$ cat config.mk
export PLATFORM = sky130hd
export DESIGN_NAME = freq_sweep_ctrl
export DESIGN_NICKNAME = d
export VERILOG_FILES = /design/src/rtl/freq_sweep_ctrl.sv
export SDC_FILE = /design/constraint.sdc
export NUM_CORES = 1
export LEC_CHECK = 0
export ABC_CLOCK_PERIOD_IN_PS = 3500
export BUFFER_PORTS_ARGS = -buffer_cell sky130_fd_sc_hd__buf_2
export CORE_AREA = 4 4 114 116
export CTS_CLUSTER_SIZE = 14
export DETAILED_ROUTE_END_ITERATION = 10
export DIE_AREA = 0 0 118 120
export PLACE_DENSITY = 0.91
export REMOVE_ABC_BUFFERS = 1
export SLEW_MARGIN = 0
export SYNTH_ARGS = -nofsm -noshare
export SYNTH_HDL_FRONTEND = slang
export SYNTH_SLANG_ARGS = --single-unit
$ cat constraint.sdc
create_clock -name clk -period 3.5 [get_ports clk]
set_input_delay 0.35 -clock clk [delete_from_list [all_inputs] [get_ports clk]]
set_output_delay 0.35 -clock clk [all_outputs]
set_load 0.02 [all_outputs]
$ cat src/rtl/freq_sweep_ctrl.sv
// PLL frequency sweep controller: buttons/auto-sweep pick a ROM image,
// then sequence the PLL reconfig IP; also keeps elapsed-time counters.
// Ports:
//   clk, rst_n        clock, async active-low reset
//   btn_up_i/down/auto  debounced button levels
//   start_auto_i      restart auto sweep from pos 0
//   pass_nz_i/fail_nz_i  tester status
//   pll_busy_i        reconfig IP busy
//   pll_*_o           one-cycle pulses to reconfig IP
//   rom_sel_o         current pos (ROM image)
//   recfg_o           reconfig in progress
//   auto_o            auto-sweep mode
//   mins_bcd_o        elapsed minutes, BCD
//   tenths_o          elapsed 0.1 s ticks
module freq_sweep_ctrl #(
  parameter int unsigned CLK_HZ   = 50000000,
  parameter int unsigned NPOS     = 11,
  parameter int unsigned POS_INIT = 7,
  parameter int unsigned TIMEOUT  = 1000,
  parameter int unsigned HOLDOFF  = 2000000
) (
  input  logic        clk,
  input  logic        rst_n,
  input  logic        btn_up_i,
  input  logic        btn_down_i,
  input  logic        btn_auto_i,
  input  logic        start_auto_i,
  input  logic        pass_nz_i,
  input  logic        fail_nz_i,
  input  logic        pll_busy_i,
  output logic        pll_write_from_rom_o,
  output logic        pll_reconfig_o,
  output logic        pll_reconfig_reset_o,
  output logic [3:0]  rom_sel_o,
  output logic        recfg_o,
  output logic        auto_o,
  output logic [15:0] mins_bcd_o,
  output logic [15:0] tenths_o
);

  localparam logic [2:0] IDLE = 3'd0;
  localparam logic [2:0] LOAD = 3'd1;
  localparam logic [2:0] WAIT = 3'd2;
  localparam logic [2:0] ARM  = 3'd3;
  localparam logic [2:0] RUN  = 3'd4;

  localparam longint unsigned MIN_CYC =
    64'(60) * 64'(CLK_HZ);
  localparam longint unsigned TEN_CYC =
    64'(CLK_HZ / 10);
  localparam int PW = $clog2(MIN_CYC);
  localparam int WW = $clog2(TIMEOUT + 1);
  localparam int HW =
    (HOLDOFF > 0) ? $clog2(HOLDOFF + 1) : 1;

  localparam logic [PW-1:0] TEN_LAST =
    PW'(TEN_CYC - 1);
  localparam logic [PW-1:0] MIN_LAST =
    PW'(MIN_CYC - 1);
  localparam logic [PW-1:0] P_ONE = PW'(1);
  localparam logic [WW-1:0] W_ONE = WW'(1);
  localparam logic [WW-1:0] W_LOAD = WW'(TIMEOUT);
  localparam logic [HW-1:0] H_ONE = HW'(1);
  localparam logic [HW-1:0] H_LOAD = HW'(HOLDOFF);
  localparam logic [3:0] POS_MAX = 4'(NPOS - 1);
  localparam logic [3:0] POS_RST = 4'(POS_INIT);

  logic [2:0]    state;
  logic [3:0]    pos;
  logic          auto_q;
  logic [WW-1:0] wdog;
  logic [HW-1:0] holdoff;
  logic          up_q;
  logic          down_q;
  logic          auto_btn_q;
  logic          wr_p;
  logic          rc_p;
  logic          rs_p;
  logic [PW-1:0] pre_t;
  logic [PW-1:0] pre_m;
  logic [15:0]   tenths;
  logic [15:0]   mins;

  logic       up_e;
  logic       down_e;
  logic       auto_e;
  logic       accept;
  logic [3:0] pos_n;
  logic       auto_n;

  assign up_e   = btn_up_i   & ~up_q;
  assign down_e = btn_down_i & ~down_q;
  assign auto_e = btn_auto_i & ~auto_btn_q;

  always_comb begin
    accept = 1'b0;
    pos_n  = pos;
    auto_n = auto_q;
    if (state == IDLE) begin
      if (start_auto_i) begin
        accept = 1'b1;
        pos_n  = 4'd0;
        auto_n = 1'b1;
      end else if (auto_e && auto_q) begin
        accept = 1'b1;
        auto_n = 1'b0;
      end else if (auto_e) begin
        accept = 1'b1;
        pos_n  = 4'd0;
        auto_n = 1'b1;
      end else if (down_e && pos < POS_MAX) begin
        accept = 1'b1;
        pos_n  = pos + 4'd1;
        auto_n = 1'b0;
      end else if (up_e && pos != 4'd0) begin
        accept = 1'b1;
        pos_n  = pos - 4'd1;
        auto_n = 1'b0;
      end else if (auto_q && pass_nz_i && fail_nz_i
                   && holdoff == '0
                   && pos < POS_MAX) begin
        accept = 1'b1;
        pos_n  = pos + 4'd1;
      end
    end
  end

  always_ff @(posedge clk or negedge rst_n) begin
    if (!rst_n) begin
      state      <= IDLE;
      pos        <= POS_RST;
      auto_q     <= 1'b0;
      wdog       <= '0;
      holdoff    <= '0;
      up_q       <= 1'b0;
      down_q     <= 1'b0;
      auto_btn_q <= 1'b0;
      wr_p       <= 1'b0;
      rc_p       <= 1'b0;
      rs_p       <= 1'b0;
    end else begin
      up_q       <= btn_up_i;
      down_q     <= btn_down_i;
      auto_btn_q <= btn_auto_i;
      wr_p       <= 1'b0;
      rc_p       <= 1'b0;
      rs_p       <= 1'b0;
      unique case (state)
        IDLE: begin
          if (holdoff != '0)
            holdoff <= holdoff - H_ONE;
          if (accept) begin
            pos    <= pos_n;
            auto_q <= auto_n;
            state  <= LOAD;
          end
        end
        LOAD: begin
          wr_p  <= 1'b1;
          state <= WAIT;
        end
        WAIT: state <= ARM;
        ARM: begin
          if (!pll_busy_i) begin
            rc_p  <= 1'b1;
            wdog  <= W_LOAD;
            state <= RUN;
          end
        end
        RUN: begin
          wdog <= wdog - W_ONE;
          // watchdog expiry wins over a same-cycle completion
          if (wdog == W_ONE) begin
            rs_p    <= 1'b1;
            holdoff <= H_LOAD;
            state   <= IDLE;
          end else if (!rc_p && !pll_busy_i) begin
            holdoff <= H_LOAD;
            state   <= IDLE;
          end
        end
        default: state <= IDLE;
      endcase
    end
  end

  function automatic logic [15:0] bcd_inc(
    input logic [15:0] v
  );
    logic [15:0] r;
    logic        c;
    r = v;
    c = 1'b1;
    for (int i = 0; i < 4; i++) begin
      if (c) begin
        if (r[4*i +: 4] == 4'd9) begin
          r[4*i +: 4] = 4'd0;
        end else begin
          r[4*i +: 4] = r[4*i +: 4] + 4'd1;
          c = 1'b0;
        end
      end
    end
    return r;
  endfunction

  // clearing on accept too keeps the timers at 0
  // for every cycle in which recfg_o reads 1
  logic clr;
  assign clr = (state != IDLE) | accept;

  always_ff @(posedge clk or negedge rst_n) begin
    if (!rst_n) begin
      pre_t  <= '0;
      pre_m  <= '0;
      tenths <= '0;
      mins   <= '0;
    end else if (clr) begin
      pre_t  <= '0;
      pre_m  <= '0;
      tenths <= '0;
      mins   <= '0;
    end else begin
      if (pre_t == TEN_LAST) begin
        pre_t  <= '0;
        tenths <= tenths + 16'd1;
      end else begin
        pre_t <= pre_t + P_ONE;
      end
      if (pre_m == MIN_LAST) begin
        pre_m <= '0;
        mins  <= bcd_inc(mins);
      end else begin
        pre_m <= pre_m + P_ONE;
      end
    end
  end

  assign pll_write_from_rom_o = wr_p;
  assign pll_reconfig_o       = rc_p;
  assign pll_reconfig_reset_o = rs_p;
  assign rom_sel_o            = pos;
  assign recfg_o              = (state != IDLE);
  assign auto_o               = auto_q;
  assign mins_bcd_o           = mins;
  assign tenths_o             = tenths;

endmodule

## Word level (Yosys, flattened, before mapping)

Cells that the tools add are included.

- Multiply operators: 0
- Div/mod/pow operators: 0
- Bitwise operators: 7
- Mux-type cells: 60
- Add/sub/neg operators: 11
- Reduce and logical (&&, ||, !) cells: 32
- Order comparisons: 1
- Equality and inequality tests: 16
- Shift operators: 0

Operators with widths:

| operator | count |
|---|---|
| $mux W32 | 4 |
| $add A32 B1 Y32 const B | 2 |
| $mux W16 | 4 |
| $mux W21 | 3 |
| $mux W4 | 13 |
| $pmux W21 S2 | 1 |
| $eq A32 B23 Y1 const B | 1 |
| $eq A32 B32 Y1 const B | 1 |
| $mux W1 | 28 |
| $logic_not A21 Y1 | 1 |
| $reduce_bool A21 Y1 | 1 |
| $sub A21 B1 Y21 const B | 1 |
| $add A4 B1 Y4 const B | 5 |
| $pmux W10 S2 | 1 |
| $add A16 B1 Y16 const B | 1 |
| $eq A4 B4 Y1 const B | 4 |
| $pmux W3 S5 | 1 |
| $reduce_bool A2 Y1 | 7 |
| $mux W3 | 4 |
| $eq A10 B1 Y1 const B | 1 |
| $mux W10 | 1 |
| $reduce_bool A5 Y1 | 2 |
| $sub A10 B1 Y10 const B | 1 |
| $reduce_and A3 Y1 | 3 |
| 18 further kinds | 36 |

- Bits in read-only memories: 0
- Latch bits: 0
- Memories: 0
- Bits in registers: 141
- Memory bits (writable): 0

## Longest topological paths before layout

- Depth in word-level cells: 22
- Mapped depth: 9
- Depth with buffers taken out: 7

## Worst setup path before layout

OpenSTA, ideal clock, no wires.

- Path kind: register -> register
- From: reg holdoff[11]
- To: reg pos[3] (netlist: rom_sel_o[3])
- Path buffers: 1
- Stages on the path, launching flop included: 7
- Setup slack: 1.159 ns
- Arrival time: 2.216 ns
- Cells stage by stage: dfrtp_1 > or4_4 > or2_4 > or3_4 > buf_6 > a21boi_2 > mux2_2

- Cells in the longest elaborated chain, start to end: 11

RTL lines:

| item | line | text |
|---|---|---|
| start: declaration | 72 | `logic [HW-1:0] holdoff;` |
| start signal: assignment | 151 | `holdoff <= holdoff - H_ONE;` |
| $logic_not A21 Y1 (*) | 120 | `&& holdoff == '0` |
| $logic_and A1 B1 Y1 (*) | 120 |  |
| $logic_and A1 B1 Y1 (*) | 121 | `&& pos < POS_MAX) begin` |
| $mux W1 | 119 | `end else if (auto_q && pass_nz_i && fail_nz_i` |
| $mux W1 | 115 | `end else if (up_e && pos != 4'd0) begin` |
| $mux W1 | 111 | `end else if (down_e && pos < POS_MAX) begin` |
| $mux W1 | 107 | `end else if (auto_e) begin` |
| $mux W1 | 104 | `end else if (auto_e && auto_q) begin` |
| $mux W1 | 100 | `if (start_auto_i) begin` |
| $mux W1 | 99 | `if (state == IDLE) begin` |
| $reduce_and A4 Y1 (no source line) (*) | n/a |  |
| end signal: assignment | 153 | `pos <= pos_n;` |
| end: declaration | 69 | `logic [3:0] pos;` |

Every way passes the cells marked *; elsewhere a longest branch is shown, timed or not.
A chain may end at the register's enable or synchronous reset.

## Worst setup path after layout

- From: reg holdoff[15]
- To: reg tenths[0] (netlist: tenths_o[0])

- Cells in the longest elaborated chain, start to end: 12

RTL lines:

| item | line | text |
|---|---|---|
| $logic_not A21 Y1 (*) | 120 |  |
| $logic_and A1 B1 Y1 (*) | 120 |  |
| $logic_and A1 B1 Y1 (*) | 121 |  |
| $mux W1 (*) | 119 |  |
| $mux W1 (*) | 115 |  |
| $mux W1 (*) | 111 |  |
| $mux W1 (*) | 107 |  |
| $mux W1 (*) | 104 |  |
| $mux W1 (*) | 100 |  |
| $mux W1 (*) | 99 |  |
| $or A1 B1 Y1 (*) | 210 | `assign clr = (state != IDLE) \| accept;` |
| $mux W16 or $reduce_bool A2 Y1 (tied branches) | n/a |  |
| end signal: assignment | 226 | `tenths <= tenths + 16'd1;` |
| end: declaration | 81 | `logic [15:0] tenths;` |

Marked as above.

==> qor.txt <==
run status: finished, final reports clean
slowest CP cell: or4_1
CP bufs+invs: 1
async set-reset flop share out of synthesis: 100.0%
initial DRC count: 714
Seq/Total Area, Yosys: 46.40%
Syn-to-layout area delta: 13.02%
GRT Resource Usage Total: 25.82%
pin count of the biggest net entering global routing: 96
Inserted Clock Buffers: 17
post-synthesis register bit count: 141
routed len/inst: 17.18 µm
Worst-path clk slew: 0.06 ns
Placeable Area: 11910 µm²
DP Area: 8003 µm²
first-pass GRT wire length: 30280 µm
Final Hold Viols: 0
Worst setup SP type: flop
Post-Route Utilization: 72.23%
minimum clock period: 2.683 ns
number of synthesized flops with an enable pin: 0
non-filler cells, final: 1015
Worst Path Arrival: 2.98 ns
post-CTS sizing: 0
type of element capturing the critical path: flop
Tot Pwr: 4.684 mW
worst-case clock skew: 0.008816 ns
Pre-antenna DRT Iters: 5
peak supply drop: 0.0004575 V
critical path class: flop to flop
gr ovfl total: 0
Max-slew headroom: 42.04%
clk buf depth: 2
DRC viols: 0
clk sinks: 141
Synth cell types: 68
ANT nets after route: 0
H-tree levels: 4
Net count, final: 881
LEAKAGE: 3.358 nW
post-place setup slack: 0.9337 ns
Crit path largest cell delay: 0.61 ns
io pins: 50
f_max: 372.7 MHz
vias in the first global route: 6393
Slew Viols, Final: 0
post-CTS setup repair buffer count: 0
HP Class: input port to async pin
die area: 14160 µm²
post-route clock period utilization: 76.66%
Worst-Skew Late Latency: 0.43 ns
Die Ht: 120 µm
initial antenna violation count: 1
ratio of cells with drive above 1 in the final layout: 13.48%
max cap viols: 0
Worst Reg-to-Reg Cells: 6
post-route cell area: 8603 µm²
DR vias/cell: 6.488
Ant. Diodes: 0
WL final: 17440 µm
CP delay by family, top: simple AND/OR/NAND/NOR gates
RSZ-0062 raised after global routing: no
worst-path maximum fanout: 22
Initial Util: 63.91%
placed cells: 983
setup violators final: 0
WP depth: 6
Least-Margin Pin Slew: 0.8695 ns
FP Rows: 40
CTS tree: yes
Avg Cell Area, Syn: 9.456 µm²
P per Cell Area: 544.4 nW/µm²
root buf cell: clkbuf_16
total number of vias: 6585
# port buffers: 49
Final WS setup: 0.8171 ns
DP HPWL: 11200 µm
setup_tns: 0 ns
hold_ws: 0.02051 ns
synthesized cell area: 7612 µm²
Cell Chain, Critical Path: or4_1 > or2_4 > or3_4 > nand2_1 > buf_4 > nor2_1
Die W: 118 µm
yosys warns: 0
CP required: 3.80 ns
gate count of the mapped netlist: 805
hold bufs inserted after CTS: 0
RD Place Congestion: 0.8283
Primary FF master, synth: dfrtp_1
-- cells by family (layout without fill, tap and decap cells) --
kind of cell | after synthesis | after routing | synth area share (%)
flip-flops | 141 | 141 | 46.40
adder cells (fa/ha/maj) | 17 | 17 | 2.794
buffers and inverters | 50 | 113 | 2.728
XOR/XNOR | 63 | 63 | 7.249
multiplexers | 10 | 10 | 1.348
AND/OR/NAND/NOR | 403 | 403 | 29.67
AO/OA/AOI/OAI | 121 | 121 | 9.813
-- layout by cell type (no fill, tap or decap), types with 18 or more instances in the layout --
cell type	instances
a21oi_1	42
buf_2	48
dfrtp_1	138
inv_1	24
nand2_1	51
nand3_1	39
nand4_1	37
nor2_1	106
nor3_1	27
nor4_1	18
o21ai_0	32
or3_1	22
xnor2_1	37
xor2_1	26
-- per-layer routing --
layer	routed length [µm]	part of all wire, %	track usage (%)
met5	13	0.075	0
met3	1011	5.8	5.655
met4	542	3.1	12.75
met2	8381	48	40.68
met1	7488	43	34.00
-- area by class of cell --
class | count | area (µm²)
tap | 147 | 183.9
clock inverter | 12 | 143.9
inverter | 24 | 90.09
clock buffer | 20 | 456.7
sequential | 141 | 3532
timing repair buffer | 57 | 324.1
multi-input combinational | 614 | 3872
fill | 821 | 3308
-- cell usage after synthesis, types with 4 or more instances --
cell type | count | area (µm²)
nand4_1 | 37 | 231.5
a21oi_1 | 42 | 210.2
a211oi_1 | 5 | 37.54
buf_2 | 10 | 50.05
clkbuf_1 | 15 | 56.30
o31ai_1 | 10 | 75.07
ha_1 | 17 | 212.7
nor3_1 | 27 | 135.1
nand3_1 | 39 | 195.2
or3_1 | 22 | 137.6
xnor2_1 | 37 | 324.1
o21ai_0 | 32 | 160.2
and2_1 | 4 | 25.02
or4_1 | 14 | 105.1
nand2b_1 | 5 | 31.28
xor2_1 | 26 | 227.7
nor2b_1 | 4 | 25.02
dfrtp_1 | 138 | 3453
or2_2 | 6 | 37.54
nand4b_1 | 4 | 35.03
nand2_1 | 51 | 191.4
and4_1 | 17 | 148.9
nor2_1 | 106 | 397.9
mux2i_1 | 8 | 80.08
nor4b_1 | 8 | 70.07
nor4_1 | 18 | 112.6
a31oi_1 | 9 | 56.30
and3_1 | 11 | 68.82
inv_1 | 24 | 90.09
-- sequential cells by signal, indices dropped and copies added, names as in the netlist --
register              count
auto_btn_q                1
auto_o                    1
down_q                    1
holdoff                  21
mins_bcd_o               16
pll_reconfig_o            1
pll_reconfig_reset_o      1
pll_write_from_rom_o      1
pre_m                    32
pre_t                    32
rom_sel_o                 4
state                     3
tenths_o                 16
up_q                      1
wdog                     10
-- power by group --
part | switching (mW) | internal [mW]
Clock | 0.698 | 1.15
Sequential | 0.248 | 1.82
Combinational | 0.472 | 0.294
-- worst reg2reg max path, stage by stage (launching register included) --
cell and delay [ns]:
dfrtp_1 0.42, or4_1 0.61, or2_4 0.28, or3_4 0.45, nand2_1 0.34, buf_4 0.34, nor2_1 0.12
-- worst paths after layout --
| check | start | end | slack, ns |
|---|---|---|---|
| worst max-delay path | holdoff[15] | tenths_o[0] | 0.82 |
| worst min-delay path | rst_n | rom_sel_o[3] | 0.02 |
| worst max register to register | holdoff[15] | tenths_o[0] | 0.82 |
| worst min register to register | pre_m[0] | pre_m[0] | 0.49 |
| max in group asynchronous | rst_n | mins_bcd_o[9] | 2.71 |
| min in group clk | btn_up_i | up_q | 0.04 |
No activity file was read; power rests on OpenSTA's default activity.
